--- src/rtl/ldpc_pkg.sv ---
// ldpc_pkg: CCSDS (1536,1024) LDPC code sizes and arbiter state encoding.
package ldpc_pkg;
    localparam int LDPC_N = 1536;
    localparam int LDPC_K = 1024;
    localparam int LDPC_M = 512;
    typedef enum logic {
        ARB  = 1'b0,
        FEED = 1'b1
    } state_t;
endpackage

--- src/rtl/ldpc_id_fifo.sv ---
// ldpc_id_fifo: 2-deep sync FIFO of channel IDs; head reads 0 when empty.
module ldpc_id_fifo #(
    parameter int W = 2
) (
    input  logic         clk,
    input  logic         rst_n,
    input  logic         i_push,
    input  logic         i_pop,
    input  logic [W-1:0] i_din,
    output logic         o_full,
    output logic         o_empty,
    output logic [W-1:0] o_head
);
    logic [W-1:0] r_mem [2];
    logic         r_rd;
    logic         r_wr;
    logic [1:0]   r_cnt;
    logic         w_push;
    logic         w_pop;
    assign o_full  = r_cnt == 2'd2;
    assign o_empty = r_cnt == 2'd0;
    assign w_push  = i_push & ~o_full;
    assign w_pop   = i_pop & ~o_empty;
    assign o_head  = o_empty ? '0 : r_mem[r_rd];
    always_ff @(posedge clk) begin
        if (!rst_n) begin
            r_rd  <= 1'b0;
            r_wr  <= 1'b0;
            r_cnt <= 2'd0;
        end else begin
            if (w_push) begin
                r_mem[r_wr] <= i_din;
                r_wr        <= ~r_wr;
            end
            if (w_pop) r_rd <= ~r_rd;
            r_cnt <= r_cnt + {1'b0, w_push} - {1'b0, w_pop};
        end
    end
endmodule

--- src/rtl/ldpc_enc_arbiter.sv ---
// ldpc_enc_arbiter: frame-level round-robin sharing of one bit-serial LDPC encoder
// among NUM_CH sources, with channel-ID tagging of the codeword stream.
module ldpc_enc_arbiter
    import ldpc_pkg::*;
#(
    parameter int NUM_CH = 4,
    parameter int K      = LDPC_K,
    parameter int CH_W   = $clog2(NUM_CH)
) (
    input  logic              clk,
    input  logic              rst_n,
    input  logic [NUM_CH-1:0] ch_enable,
    input  logic [NUM_CH-1:0] s_axis_tdata,
    input  logic [NUM_CH-1:0] s_axis_tvalid,
    output logic [NUM_CH-1:0] s_axis_tready,
    output logic              enc_s_tdata,
    output logic              enc_s_tvalid,
    input  logic              enc_s_tready,
    input  logic              enc_m_tdata,
    input  logic              enc_m_tvalid,
    input  logic              enc_m_tlast,
    output logic              enc_m_tready,
    output logic              m_axis_tdata,
    output logic              m_axis_tvalid,
    output logic              m_axis_tlast,
    output logic [CH_W-1:0]   m_axis_tuser,
    input  logic              m_axis_tready,
    output logic [CH_W-1:0]   grant_id,
    output logic              busy
);
    localparam int CNT_W = $clog2(K);
    state_t            r_state;
    state_t            w_next;
    logic [CH_W-1:0]   r_grant_id;
    logic [CH_W-1:0]   r_last;
    logic [CNT_W-1:0]  r_bit_cnt;
    logic [NUM_CH-1:0] w_req;
    logic [CH_W-1:0]   w_idx;
    logic [CH_W-1:0]   w_pick;
    logic              w_found;
    logic              w_full;
    logic              w_empty;
    logic              w_grant;
    logic              w_feed_hs;
    logic              w_pop;
    assign w_req     = s_axis_tvalid & ch_enable;
    assign w_grant   = (r_state == ARB) & w_found & ~w_full;
    assign w_feed_hs = enc_s_tvalid & enc_s_tready;
    assign w_pop     = enc_m_tvalid & m_axis_tready & enc_m_tlast;
    assign grant_id  = r_grant_id;
    // Walk the channels starting just after the last grant; first requester wins.
    always_comb begin
        w_found = 1'b0;
        w_pick  = '0;
        w_idx   = r_last;
        for (int i = 0; i < NUM_CH; i++) begin
            w_idx = (w_idx == CH_W'(NUM_CH - 1)) ? '0 : w_idx + 1'b1;
            if (!w_found && w_req[w_idx]) begin
                w_found = 1'b1;
                w_pick  = w_idx;
            end
        end
    end
    always_ff @(posedge clk) begin
        r_state <= !rst_n ? ARB : w_next;
    end
    always_comb begin
        w_next = (r_state == ARB) ? (w_grant ? FEED : ARB)
               : ((w_feed_hs && r_bit_cnt == CNT_W'(K - 1)) ? ARB : FEED);
    end
    always_comb begin
        busy          = r_state == FEED;
        enc_s_tvalid  = busy & s_axis_tvalid[r_grant_id];
        enc_s_tdata   = busy & s_axis_tdata[r_grant_id];
        s_axis_tready = busy ? (NUM_CH'(enc_s_tready) << r_grant_id) : '0;
    end
    always_ff @(posedge clk) begin
        if (!rst_n) begin
            r_grant_id <= '0;
            r_last     <= CH_W'(NUM_CH - 1);
            r_bit_cnt  <= '0;
        end else if (w_grant) begin
            r_grant_id <= w_pick;
            r_last     <= w_pick;
            r_bit_cnt  <= '0;
        end else if (w_feed_hs) begin
            r_bit_cnt  <= r_bit_cnt + 1'b1;
        end
    end
    // A second entry lets the next frame be granted while the previous codeword's parity drains.
    ldpc_id_fifo #(.W(CH_W)) u_id_fifo (
        .clk    (clk),
        .rst_n  (rst_n),
        .i_push (w_grant),
        .i_pop  (w_pop),
        .i_din  (w_pick),
        .o_full (w_full),
        .o_empty(w_empty),
        .o_head (m_axis_tuser)
    );
    assign m_axis_tdata  = enc_m_tdata;
    assign m_axis_tvalid = enc_m_tvalid;
    assign m_axis_tlast  = enc_m_tlast;
    assign enc_m_tready  = m_axis_tready;
endmodule

--- config.mk ---
export PLATFORM = sky130hd
export DESIGN_NAME = ldpc_enc_arbiter
export DESIGN_NICKNAME = d
export VERILOG_FILES = /design/src/rtl/ldpc_pkg.sv /design/src/rtl/ldpc_id_fifo.sv /design/src/rtl/ldpc_enc_arbiter.sv
export SDC_FILE = /design/constraint.sdc
export NUM_CORES = 1
export LEC_CHECK = 0
export CAP_MARGIN = 40
export CORE_MARGIN = 5
export CORE_UTILIZATION = 35
export CTS_CLUSTER_DIAMETER = 150
export DETAILED_ROUTE_END_ITERATION = 10
export PLACE_DENSITY_LB_ADDON = 0.3
export SLEW_MARGIN = 20
export SYNTH_ARGS = -nofsm -noshare
export SYNTH_HDL_FRONTEND = slang
export SYNTH_SLANG_ARGS = --single-unit
--- constraint.sdc ---
create_clock -name clk -period 2.3 [get_ports clk]
set_clock_uncertainty 0.2 [all_clocks]
set_input_delay 0.23 -clock clk [delete_from_list [all_inputs] [get_ports clk]]
set_output_delay 0.23 -clock clk [all_outputs]
set_load 0.02 [all_outputs]
; After elaboration in Yosys (flattened, before gate mapping)
; Memories as Yosys holds them, arrays and structs flattened. A register that Yosys moved wholly into a read port is not among the register bits.
; Index checks and enable logic that the tools add are counted.
[word_totals]
memories = 1
wordCells = 86
mem_bits_rw = 4
ff_bits = 19
[memory_table]
columns = memory, depth, width, rd, rd_ports_with_merged_regs, wr, line_no
row1 = u_id_fifo.r_mem, 2, 2, 1, 1, 1, ldpc_id_fifo.sv:14  ; logic [W-1:0] r_mem [2];
[op_classes]
shift = 1
eq_ne = 6
reduce_logical = 9
bitwise = 16
magnitude_cmp = 5
addsub = 7
muxes = 34
[op_table]
columns = cell, n
row1 = $mux W1, 18
row2 = $mux W2, 9
row3 = $lt A2 B3 Y1 const B, 5
row4 = $bmux W1 S2, 6
row5 = $add A10 B1 Y10 const B, 1
row6 = $eq A10 B10 Y1 const B, 1
row7 = $eq A2 B2 Y1 const B, 5
row8 = $and A1 B1 Y1, 9
row9 = $add A2 B1 Y2 const B, 4
row10 = $not A1 Y1, 6
row11 = $and A4 B4 Y4, 1
row12 = $logic_and A1 B1 Y1, 4
row13 = $mux W4, 1
row14 = $shl A1 B2 Y4, 1
row15 = $logic_not A1 Y1, 3
row16 = $add A2 B1 Y2, 1
row17 = $logic_not A2 Y1, 1
row18 = $reduce_or A2 Y1, 1
row19 = $sub A2 B1 Y2, 1

; Logic depth before layout (Yosys ltp)
; Gate-level depths: netlist of run 1.
[depth]
word_depth = 20
ltp_mapped = 6
ltp_nobuf = 6

; Modules after synthesis
; Synthesis of run 1 repeated with hierarchy kept, for this count alone.
[unflattened]
hier_cells = 149
area_unflattened_um2 = 1331.3
[modules_own_cells]
columns = module, cells_per_inst, area_each_um2, instances
row1 = ldpc_enc_arbiter, 114, 937.1, 1
row2 = ldpc_id_fifo, 35, 394.1, 1

; Least setup slack after synthesis of run 1
; Ideal clock, no wire load.
[synth_timing]
path_type = register to register
start = register r_state, in the netlist busy
end = register r_bit_cnt[9]
setup_ps = 72
t_arrival_ps = 1593
path_buffers = 1
stages_incl_launch_ff = 6
slack_ps = 434
t_required_ps = 2028
path_cell_list = dfxtp_1 buf_2 nand3_1 o22a_2 or4_1 a21oi_1
[synth_between]
elab_chain_len = 4
word_cells_on_any_way = 6
classes_between = bitwise (5) / reduce/logical (1)
[synth_lines]
columns = item, line_no
row1 = "start, declared", ldpc_enc_arbiter.sv:32  ; state_t r_state;
row2 = "start signal, assigned", ldpc_enc_arbiter.sv:65  ; r_state <= !rst_n ? ARB : w_next;
row3 = $not A1 Y1, -
row4 = $and A1 B1 Y1 (2 in series), ldpc_enc_arbiter.sv:47  ; assign w_grant = (r_state == ARB) & w_found & ~w_full;
row5 = $reduce_or A2 Y1 (no line), -
row6 = "end signal, assigned", ldpc_enc_arbiter.sv:87  ; r_bit_cnt <= r_bit_cnt + 1'b1;
row7 = "end, declared", ldpc_enc_arbiter.sv:36  ; logic [CNT_W-1:0] r_bit_cnt;
; Several ways; a longest one is shown, not always the timed one.
; A chain may end at the register's enable or synchronous reset.

; Final worst setup path of run 1
[layout_timing]
start = register r_state, in the netlist busy
end = output s_axis_tready[2]
[layout_between]
elab_chain_len = 1
[layout_lines]
columns = item, line_no
row1 = $mux W4, ldpc_enc_arbiter.sv:75  ; s_axis_tready = busy ? (NUM_CH'(enc_s_tready) << r_grant_id) : '0;
row2 = "end, declared", ldpc_enc_arbiter.sv:15  ; output logic [NUM_CH-1:0] s_axis_tready,
; Every way passes these cells.

==> results of run 1 <==
## layout by cell type (no fill, tap or decap), drive strengths merged, types with 2 or more instances in the layout
cell type / instances
and2: 3
nand3: 10
a311oi: 2
o31ai: 7
clkbuf: 3
a21oi: 13
o211ai: 2
inv: 4
buf: 3
nand2: 12
edfxtp: 4
a31oi: 2
or3: 6
ha: 3
nor2: 12
nor3: 3
xor2: 3
and3: 2
nand4: 2
o21ai: 5
or4: 4
xnor2: 2
clkdlybuf4s50: 29
dfxtp: 20
mux2i: 5
## path summary, 6_finish.rpt
kind | slack (ns) | cells past startpoint | end | start
worst max-delay path | 0.16 | 3 | s_axis_tready[2] | busy
worst min-delay path | 0.26 | 0 | m_axis_tdata | enc_m_tdata
worst max register to register | 0.34 | 5 | r_bit_cnt[9] | grant_id[0]
worst min register to register | 0.29 | 2 | r_bit_cnt[9] | r_bit_cnt[9]
## layout make-up
class | count | area (sq um)
repair buffers | 34 | 334
clock buffers | 3 | 41.3
clock inverters | 1 | 30.0
well taps | 48 | 60.1
inverters | 4 | 15.0
multi-input cells | 108 | 689
flip-flops and latches | 24 | 523
fillers | 352 | 1910
## through the flow
step / instances / cell area [sq um]
after global routing: 222 / 1690
after CTS: 222 / 1690
final: 222 / 1690
after detailed placement: 218 / 1620
after floorplan: 145 / 1280
after global placement: 218 / 1620
## metal layers
metal / vias up / GRT usage / routed length, um
li1: 594 / - / -
met1: 595 / 0.148 / 1220
met2: 18 / 0.233 / 1530
met3: 2 / 0.0355 / 101
met4: 0 / 0.0188 / 10
met5: - / 0 / 0
## logic make-up after synthesis
group / share of synthesized area
flops: 0.405
xor+xnor: 0.0341
mux: 0.0565
compound gates: 0.194
simple gates: 0.223
buf+inv: 0.0584
fa+ha+maj: 0.0292
## power groups by stage
stage               Clock [mW]  Combinational, mW  Sequential [mW]
floorplan                    0              0.313            0.546
global placement             0              0.458            0.551
detailed placement           0              0.469            0.554
CTS                      0.370              0.470            0.546
global route             0.393              0.525            0.555
finish                   0.358              0.466            0.545
## registers in the layout, indices dropped and copies added (netlist names), named ones only
signal           cells
busy                 1
u_id_fifo.r_rd       1
u_id_fifo.r_cnt      2
r_last               2
r_bit_cnt           10
grant_id             2
u_id_fifo.r_wr       1
u_id_fifo.r_mem      4
## worst register-to-register path: cells and delay by family (launching register included)
family | cells | cell delay, ns
simple gates | 1 | 0.53
flops | 1 | 0.36
mux | 1 | 0.13
compound gates | 2 | 0.52
buf+inv | 1 | 0.16
==> run summary, run 1 <==
- status: finished clean
- TNS Setup: 0 ns
- total setup violations reported at the end of the flow: 0
- average wire per standard cell: 12.9 um
- number of DRC markers after the initial detailed-route iteration: 40
- HPWL Detailed: 2250 um
- per-instance average area after synthesis: 8.86 sq um
- Pwr Density: 809 nW/um^2
- asr flop ratio synth: 0
- area of the core region: 3610 sq um
- count of antenna diodes in the layout: 0
- number of placement rows: 22
- Commonest cells post-synth: sky130_fd_sc_hd__dfxtp_1 (20), sky130_fd_sc_hd__a21oi_1 (13), sky130_fd_sc_hd__nand2_1 (12), sky130_fd_sc_hd__nor2_1 (12), sky130_fd_sc_hd__nand3_1 (10)
- post-synth cell types: 36
- Vias: 1,209
- final-report hold violation count: 0
- proportion of synthesized chip area in sequential cells: 0.405
- most frequent cell after synthesis: sky130_fd_sc_hd__dfxtp_1
- number of flip-flops and latches in the synthesized netlist: 24
- Post-synth EDFFs: 4
- final WL: 2860 um
- antenna violations before repair: 0
- final critical delay including setup and external delays: 2.14 ns
- input/output buffers: 31
- sort of element at the end of the critical path: primary output
- antenna violation net count after detailed routing: 0
- number of buffer and inverter instances along the worst setup path: 1
- number of buffers on the longest clock path: 2
- series of cell instances along the critical path: nand2_1 > nor3_1 > clkdlybuf4s50_1
- Internal: 0.945 mW
- worst-case vdd ir drop: 0.319 mV
- final core area utilization: 0.469
- type of the worst setup path: reg2out
- switching power total: 0.424 mW
- post-CTS setup buffers: 0
- slowest cell delay on critical path: 0.64 ns
- Die W: 70.6 um
- Mapped Nets: 167
- Synth Cell Area: 1280 sq um
- portion of total power attributed to sequential cells: 0.398
- clock insertion delay at the later pin of the skew report: 0.26 ns
- final-report max-slew violation count: 0
- Remaining Overflow, GRT: 0
- classification of the worst-slack hold path: in2out
- number of global-route vias before repair: 1,178
- proportion of power drawn by the clock network: 0.261
- minimum setup slack in the final design: 0.163 ns
- CTS tree: yes
- Data required, critical path: 1.87 ns
- smallest hold slack: 0.260 ns
- placer congestion estimate: 0.810
- number of CTS-inserted buffers: 3
- clk slew on worst S/H paths: 0.08 ns
- highest fanout seen on the critical path: 10
- switching share of power: 0.310
- share of post-route cells with drive strength above 1: 0.0862
- detailed-router iteration count before antenna repair: 4
- H-Tree Level Count: 1
- Largest delay share family, worst path: buffers and inverters
- type of origin of the critical path: register
- most used flip-flop cell after synthesis: sky130_fd_sc_hd__dfxtp_1
- synthesized instance count: 145
- Die Y: 70.6 um
- gr usage total: 0.126
- fmax: 0.468 GHz
- count of instances resized after the clock tree is built: 2
- Root Buffer: sky130_fd_sc_hd__clkbuf_8
- global-route wire length before repair: 5240 um
- combinational group share of total power: 0.341
- Total Power: 1.37 mW
- synthesis-to-layout area growth: 31.7%
- number of warnings printed during yosys synthesis: 0
- overall die area: 4980 sq um
- DRC Markers: 0
- largest net degree at the start of global routing: 20
- max_cap viols: 0
- clock sink count: 24
- share of Yosys cell area claimed by the top area cell type: 0.312
- number of vias per cell: 5.45
- relative slew slack: 0.728
- leading post-synthesis cells by cell area: sky130_fd_sc_hd__dfxtp_1 (31%), sky130_fd_sc_hd__edfxtp_1 (9.3%), sky130_fd_sc_hd__a21oi_1 (5.1%)
- total leakage power: 0.606 nW
- post-place setup slack: 0.0498 ns
- Initial Utilization: 0.356
- hold-fix buffers at CTS: 0
- final cycle utilization of the critical path: 0.929
- fin nets: 197
- highest-delay cell along the critical path: sky130_fd_sc_hd__clkdlybuf4s50_1
- count of boundary I/O pins: 34
- Worst-Margin Slew: 0.406 ns
- Critical Path AT: 1.71 ns
- RSZ-0062 raised after global routing: no
- library cell occupying the most area in the post-synthesis netlist: sky130_fd_sc_hd__dfxtp_1
Power figures use the tool's default switching activity.
==> inputs of run 2 (changes only) <==
==> constraint.sdc (replaced) <==
create_clock -name clk -period 2.6 [get_ports clk]
set_clock_uncertainty 0.2 [all_clocks]
set_input_delay 0.26 -clock clk [delete_from_list [all_inputs] [get_ports clk]]
set_output_delay 0.26 -clock clk [all_outputs]
set_load 0.02 [all_outputs]
==> run 2 against run 1 <==
  * Count of clock-buffer cells in the layout is the same
  * Non-clock buffer count shrank 2
  * Power shrank 11%
  * Highest routed layer unchanged
  * Via count shrank 4.1%
  * Combinational power shrank 12%
==> run summary, run 2 (synthesized netlist as in run 1, its figures left out) <==
- status: finished clean
- Vias: 1,160
- switching share of power: 0.314
- met2 Resource Use GR: 0.228
- met3 Usage GRT: 0.0355
- max_cap viols: 0
- Remaining Overflow, GRT: 0
- HPWL Detailed: 2290 um
- register with the highest flop count: r_bit_cnt
- number of buffers on the longest clock path: 2
- combinational group share of total power: 0.337
- hold-fix buffers at CTS: 0
- TNS Setup: 0 ns
- fin nets: 195
- input/output buffers: 31
- proportion of power drawn by the clock network: 0.265
- number of global-route vias before repair: 1,103
- number of flip-flops under the largest register name: 10
- number of fill cells: 342
- detailed-router iteration count before antenna repair: 4
- final WL: 2930 um
- most common library cell in the layout ignoring fill and taps: sky130_fd_sc_hd__clkdlybuf4s50_1
- total leakage power: 0.576 nW
- area of the core region: 3610 sq um
- Initial Utilization: 0.356
- most used routing layer: met2
- Min-Delay Path Depth: 2
- switching power total: 0.382 mW
- final cycle utilization of the critical path: 0.927
- Pwr Density: 726 nW/um^2
- share of post-route cells with drive strength above 1: 0.0698
- fmax: 0.415 GHz
- number of vias per cell: 5.27
- count of instances resized after the clock tree is built: 0
- post-CTS setup buffers: 0
- final critical delay including setup and external delays: 2.41 ns
- synthesis-to-layout area growth: 30.4%
- highest fanout seen on the critical path: 8
- clk slew on worst S/H paths: 0.08 ns
- relative slew slack: 0.715
- Total Power: 1.22 mW
- final-report hold violation count: 0
- hold path endpoint: r_bit_cnt[8]
- antenna violations before repair: 0
- biggest regs: r_bit_cnt: 10 flops, u_id_fifo.r_mem: 4 flops
- antenna violation net count after detailed routing: 0
- met1 usage in global routing: 0.139
- sort of element at the end of the critical path: primary output
- Die Y: 70.6 um
- type of origin of the critical path: register
- average wire per standard cell: 13.3 um
- count of antenna diodes in the layout: 0
- CTS tree: yes
- largest net degree at the start of global routing: 20
- Internal: 0.835 mW
- Critical Path AT: 1.95 ns
- RR Startpoint: busy
- total setup violations reported at the end of the flow: 0
- placer congestion estimate: 0.800
- DRC Markers: 0
- Die W: 70.6 um
- global-route wire length before repair: 4990 um
- Worst-Margin Slew: 0.426 ns
- internal reg-to-reg setup slack: 0.63 ns
- number of CTS-inserted buffers: 3
- RSZ-0062 raised after global routing: no
- number of DRC markers after the initial detailed-route iteration: 52
- reg2reg end: r_bit_cnt[9]
- count of boundary I/O pins: 34
- commonest cells after routing, fill and taps aside: sky130_fd_sc_hd__clkdlybuf4s50_1 (31), sky130_fd_sc_hd__dfxtp_1 (19), sky130_fd_sc_hd__a21oi_1 (13), sky130_fd_sc_hd__nor2_1 (12), sky130_fd_sc_hd__nand2_1 (12)
- final std cells w/o fill: 220
- overall die area: 4980 sq um
- hold path start: r_bit_cnt[8]
- worst-case vdd ir drop: 0.375 mV
- start point of the critical path: grant_id[0]
- clock sink count: 24
- Data required, critical path: 2.14 ns
- classification of the worst-slack hold path: reg2reg
- clock insertion delay at the later pin of the skew report: 0.27 ns
- Root Buffer: sky130_fd_sc_hd__clkbuf_8
- type of the worst setup path: reg2out
- H-Tree Level Count: 1
- portion of total power attributed to sequential cells: 0.399
- Worst Reg-to-Reg Cells: 4
- number of placement rows: 22
- gr usage total: 0.123
- final-report max-slew violation count: 0
- placed insts: 216
[run 2: worst max path at each step]
stage	slack (ns)	to	cells past startpoint
finish	0.19	enc_s_tdata	3
global placement	0.35	enc_s_tdata	4
detailed placement	0.28	enc_s_tdata	4
floorplan	0.73	r_bit_cnt[9]	5
CTS	0.04	enc_s_tdata	3
global route	0.13	enc_s_tdata	3
[run 2: through the flow]
stage	instance area (sq um)	worst slack, ns	utilization	hold WS [ns]
5_1_grt	1680	0.133	0.465	0.302
4_1_cts	1670	0.0376	0.464	0.290
3_5_place_dp	1600	0.281	0.444	0.278
2_1_floorplan	1280	0.734	-	0.252
3_3_place_gp	1600	0.349	0.444	0.259
6_report	1680	0.189	0.465	0.288
[run 2: cell type report]
class	count	area [sq um]	area share
Clock buffer	3	41.3	0.0246
Clock inverter	1	30.0	0.0179
Inverter	4	15.0	0.00896
Multi-Input combinational cell	108	689	0.412
Sequential cell	24	522	0.311
Tap cell	48	60.1	0.0358
Timing Repair Buffer	32	318	0.190
[run 2: per-layer routing]
layer	wire length (um)	part of all wire
met1	1140	0.39
met2	1610	0.55
met3	154	0.053
met4	27	0.0092
met5	0	0
[run 2: critical path, cell delays in order (launching register included)]
cell	delay [ns]
sky130_fd_sc_hd__dfxtp_2	0.45
sky130_fd_sc_hd__mux4_2	0.53
sky130_fd_sc_hd__and2_1	0.17
sky130_fd_sc_hd__clkdlybuf4s50_1	0.53
[run 2: power by group through the flow]
stage | clock [mW] | sequential (mW) | combinational (mW)
finish | 0.322 | 0.485 | 0.409
global route | 0.345 | 0.492 | 0.454
CTS | 0.332 | 0.484 | 0.414
detailed placement | 0 | 0.492 | 0.411
global placement | 0 | 0.491 | 0.394
floorplan | 0 | 0.483 | 0.277
==> inputs of run 3 (changes only) <==
--- a/config.mk
+++ b/config.mk
@@ -6,10 +6,10 @@
 export NUM_CORES = 1
 export LEC_CHECK = 0
 export CAP_MARGIN = 40
-export CORE_MARGIN = 5
 export CORE_UTILIZATION = 35
 export CTS_CLUSTER_DIAMETER = 150
 export DETAILED_ROUTE_END_ITERATION = 10
+export GPL_TIMING_DRIVEN = 0
 export PLACE_DENSITY_LB_ADDON = 0.3
 export SLEW_MARGIN = 20
 export SYNTH_ARGS = -nofsm -noshare
==> run 3 against run 2 <==
  * Cell area up 1.8%
  * Cell count increased by 2.7%
  * Power is 3.1% lower
  * Count of clock-buffer cells in the layout stayed put
  * Fmax is 2.2% lower
  * Flip-flop and latch count did not move
  * Non-clock buffer count rose by 8
  * Wire length increased by 3.0%
  * Sequential share of layout area fell by 0.62 points
  * First-iteration DRC count down 15%
  * Worst hold slack worse by 0.18 ns
  * Die area fell by 21%
  * Critical path type unchanged
  * Critical endpoint unchanged
  * Highest routed layer unchanged
==> run summary, run 3 (synthesized netlist as in run 1, its figures left out) <==
- overall die area: 3920 sq um
- sort of element at the end of the critical path: primary output
- type of the worst setup path: reg2out
- fmax: 0.405 GHz
- area of the core region: 3420 sq um
- placed insts: 222
- synthesis-to-layout area growth: 32.7%
- average wire per standard cell: 13.4 um
- post-CTS setup buffers: 0
- minimum setup slack in the final design: 0.134 ns
- highest fanout seen on the critical path: 7
- internal reg-to-reg setup slack: 0.57 ns
- count of boundary I/O pins: 34
- hold-fix buffers at CTS: 0
- Root Buffer: sky130_fd_sc_hd__clkbuf_4
- final critical delay including setup and external delays: 2.47 ns
- final cycle utilization of the critical path: 0.949
- start point of the critical path: grant_id[0]
- Data required, critical path: 2.14 ns
- final core area utilization: 0.499
- register with the highest flop count: r_bit_cnt
- clock insertion delay at the later pin of the skew report: 0.32 ns
- fin nets: 203
- Vias: 1,214
- max_cap viols: 0
- number of flip-flops under the largest register name: 10
- HPWL Detailed: 2310 um
- clk slew on worst S/H paths: 0.14 ns
- Die W: 62.6 um
- worst-case vdd ir drop: 0.278 mV
- series of cell instances along the critical path: buf_6 > mux4_2 > and2_1 > clkdlybuf4s50_1
- placer congestion estimate: 0.772
- number of placement rows: 21
- clock sink count: 24
- global-route wire length before repair: 5020 um
- hold path start: rst_n
- largest net degree at the start of global routing: 15
- final-report max-slew violation count: 0
- Remaining Overflow, GRT: 0
- Critical Path AT: 2.01 ns
- Worst-Margin Slew: 0.791 ns
- Worst Reg-to-Reg Cells: 4
- Die Y: 62.6 um
- biggest regs: r_bit_cnt: 10 flops, u_id_fifo.r_mem: 4 flops
- Initial Utilization: 0.376
- most common library cell in the layout ignoring fill and taps: sky130_fd_sc_hd__clkdlybuf4s50_1
- DRC Markers: 0
- count of instances resized after the clock tree is built: 0
- final WL: 3020 um
- highest-delay cell along the critical path: sky130_fd_sc_hd__clkdlybuf4s50_1
- number of buffers on the longest clock path: 2
- count of antenna diodes in the layout: 0
- type of origin of the critical path: register
- RSZ-0062 raised after global routing: no
- CTS tree: yes
- gr usage total: 0.157
- total leakage power: 0.600 nW
- status: finished clean
- number of CTS-inserted buffers: 3
- post-place setup slack: 0.0708 ns
- number of fill cells: 329
- relative slew slack: 0.469
- final-report hold violation count: 0
- classification of the worst-slack hold path: in2reg
- number of vias per cell: 5.37
- TNS Setup: 0 ns
- Pwr Density: 691 nW/um^2
- Total Power: 1.18 mW
- H-Tree Level Count: 1
- input/output buffers: 31
- detailed-router iteration count before antenna repair: 4
- number of global-route vias before repair: 1,160
- RR Startpoint: u_id_fifo.r_cnt[1]
- share of post-route cells with drive strength above 1: 0.100
- slowest cell delay on critical path: 0.53 ns
- number of DRC markers after the initial detailed-route iteration: 44
- capturing element of the worst setup path: enc_s_tdata
- reg2reg end: u_id_fifo.r_mem[0][1]
- antenna violation net count after detailed routing: 0
- commonest cells after routing, fill and taps aside: sky130_fd_sc_hd__clkdlybuf4s50_1 (31), sky130_fd_sc_hd__dfxtp_1 (20), sky130_fd_sc_hd__a21oi_1 (13), sky130_fd_sc_hd__nor2_1 (12), sky130_fd_sc_hd__nand2_1 (12)
- final std cells w/o fill: 226
- antenna violations before repair: 0
- total setup violations reported at the end of the flow: 0
==> run 3: cell types whose count changed in the layout (fill, tap and decap cells not counted), sizes merged <==
cell | previous run | this run
clkbuf | 3 | 4
buf | 1 | 8
==> run 3: layer usage <==
layer	GRT usage	vias to the layer above	routed length [um]
met1	0.173	579	1240
met4	0.0640	0	60
met2	0.292	24	1610
li1	-	604	-
met5	0	-	0
met3	0.0292	7	110
==> run 3: worst min-delay path by stage <==
stage | cells past startpoint | end
2_1_floorplan | 2 | r_bit_cnt[9]
3_3_place_gp | 2 | r_bit_cnt[8]
3_5_place_dp | 2 | r_bit_cnt[8]
4_1_cts | 2 | register
5_1_grt | 2 | register
6_report | 2 | register
==> run 3: cell type report <==
class / count / area (sq um) / share of cell area
flip-flops and latches: 24 / 520 / 0.305
inverters: 4 / 15.0 / 0.00880
repair buffers: 31 / 310 / 0.182
plain buffers: 9 / 60.1 / 0.0352
clock buffers: 3 / 22.5 / 0.0132
well taps: 46 / 57.6 / 0.0337
multi-input cells: 108 / 689 / 0.404
clock inverters: 1 / 30.0 / 0.0176
==> run 3: critical path: cells and delay by family, from the launching register on <==
family	cells	cell delay, ns
buf+inv	2	0.67
mux	1	0.48
simple gates	1	0.16
flops	1	0.37
==> run 3: power breakdown <==
group | switching [mW] | internal [mW]
Clock | 0.113 | 0.156
Sequential | 0.0386 | 0.434
Combinational | 0.233 | 0.203
Total | 0.385 | 0.793
==> run 3: through the flow <==
| stage | hold slack (ns) | area [sq um] |
|---|---|---|
| after floorplan | 0.252 | 1280 |
| after global placement | 0.263 | 1650 |
| after detailed placement | 0.272 | 1650 |
| after CTS | 0.113 | 1710 |
| after global routing | 0.119 | 1710 |
| final | 0.112 | 1710 |
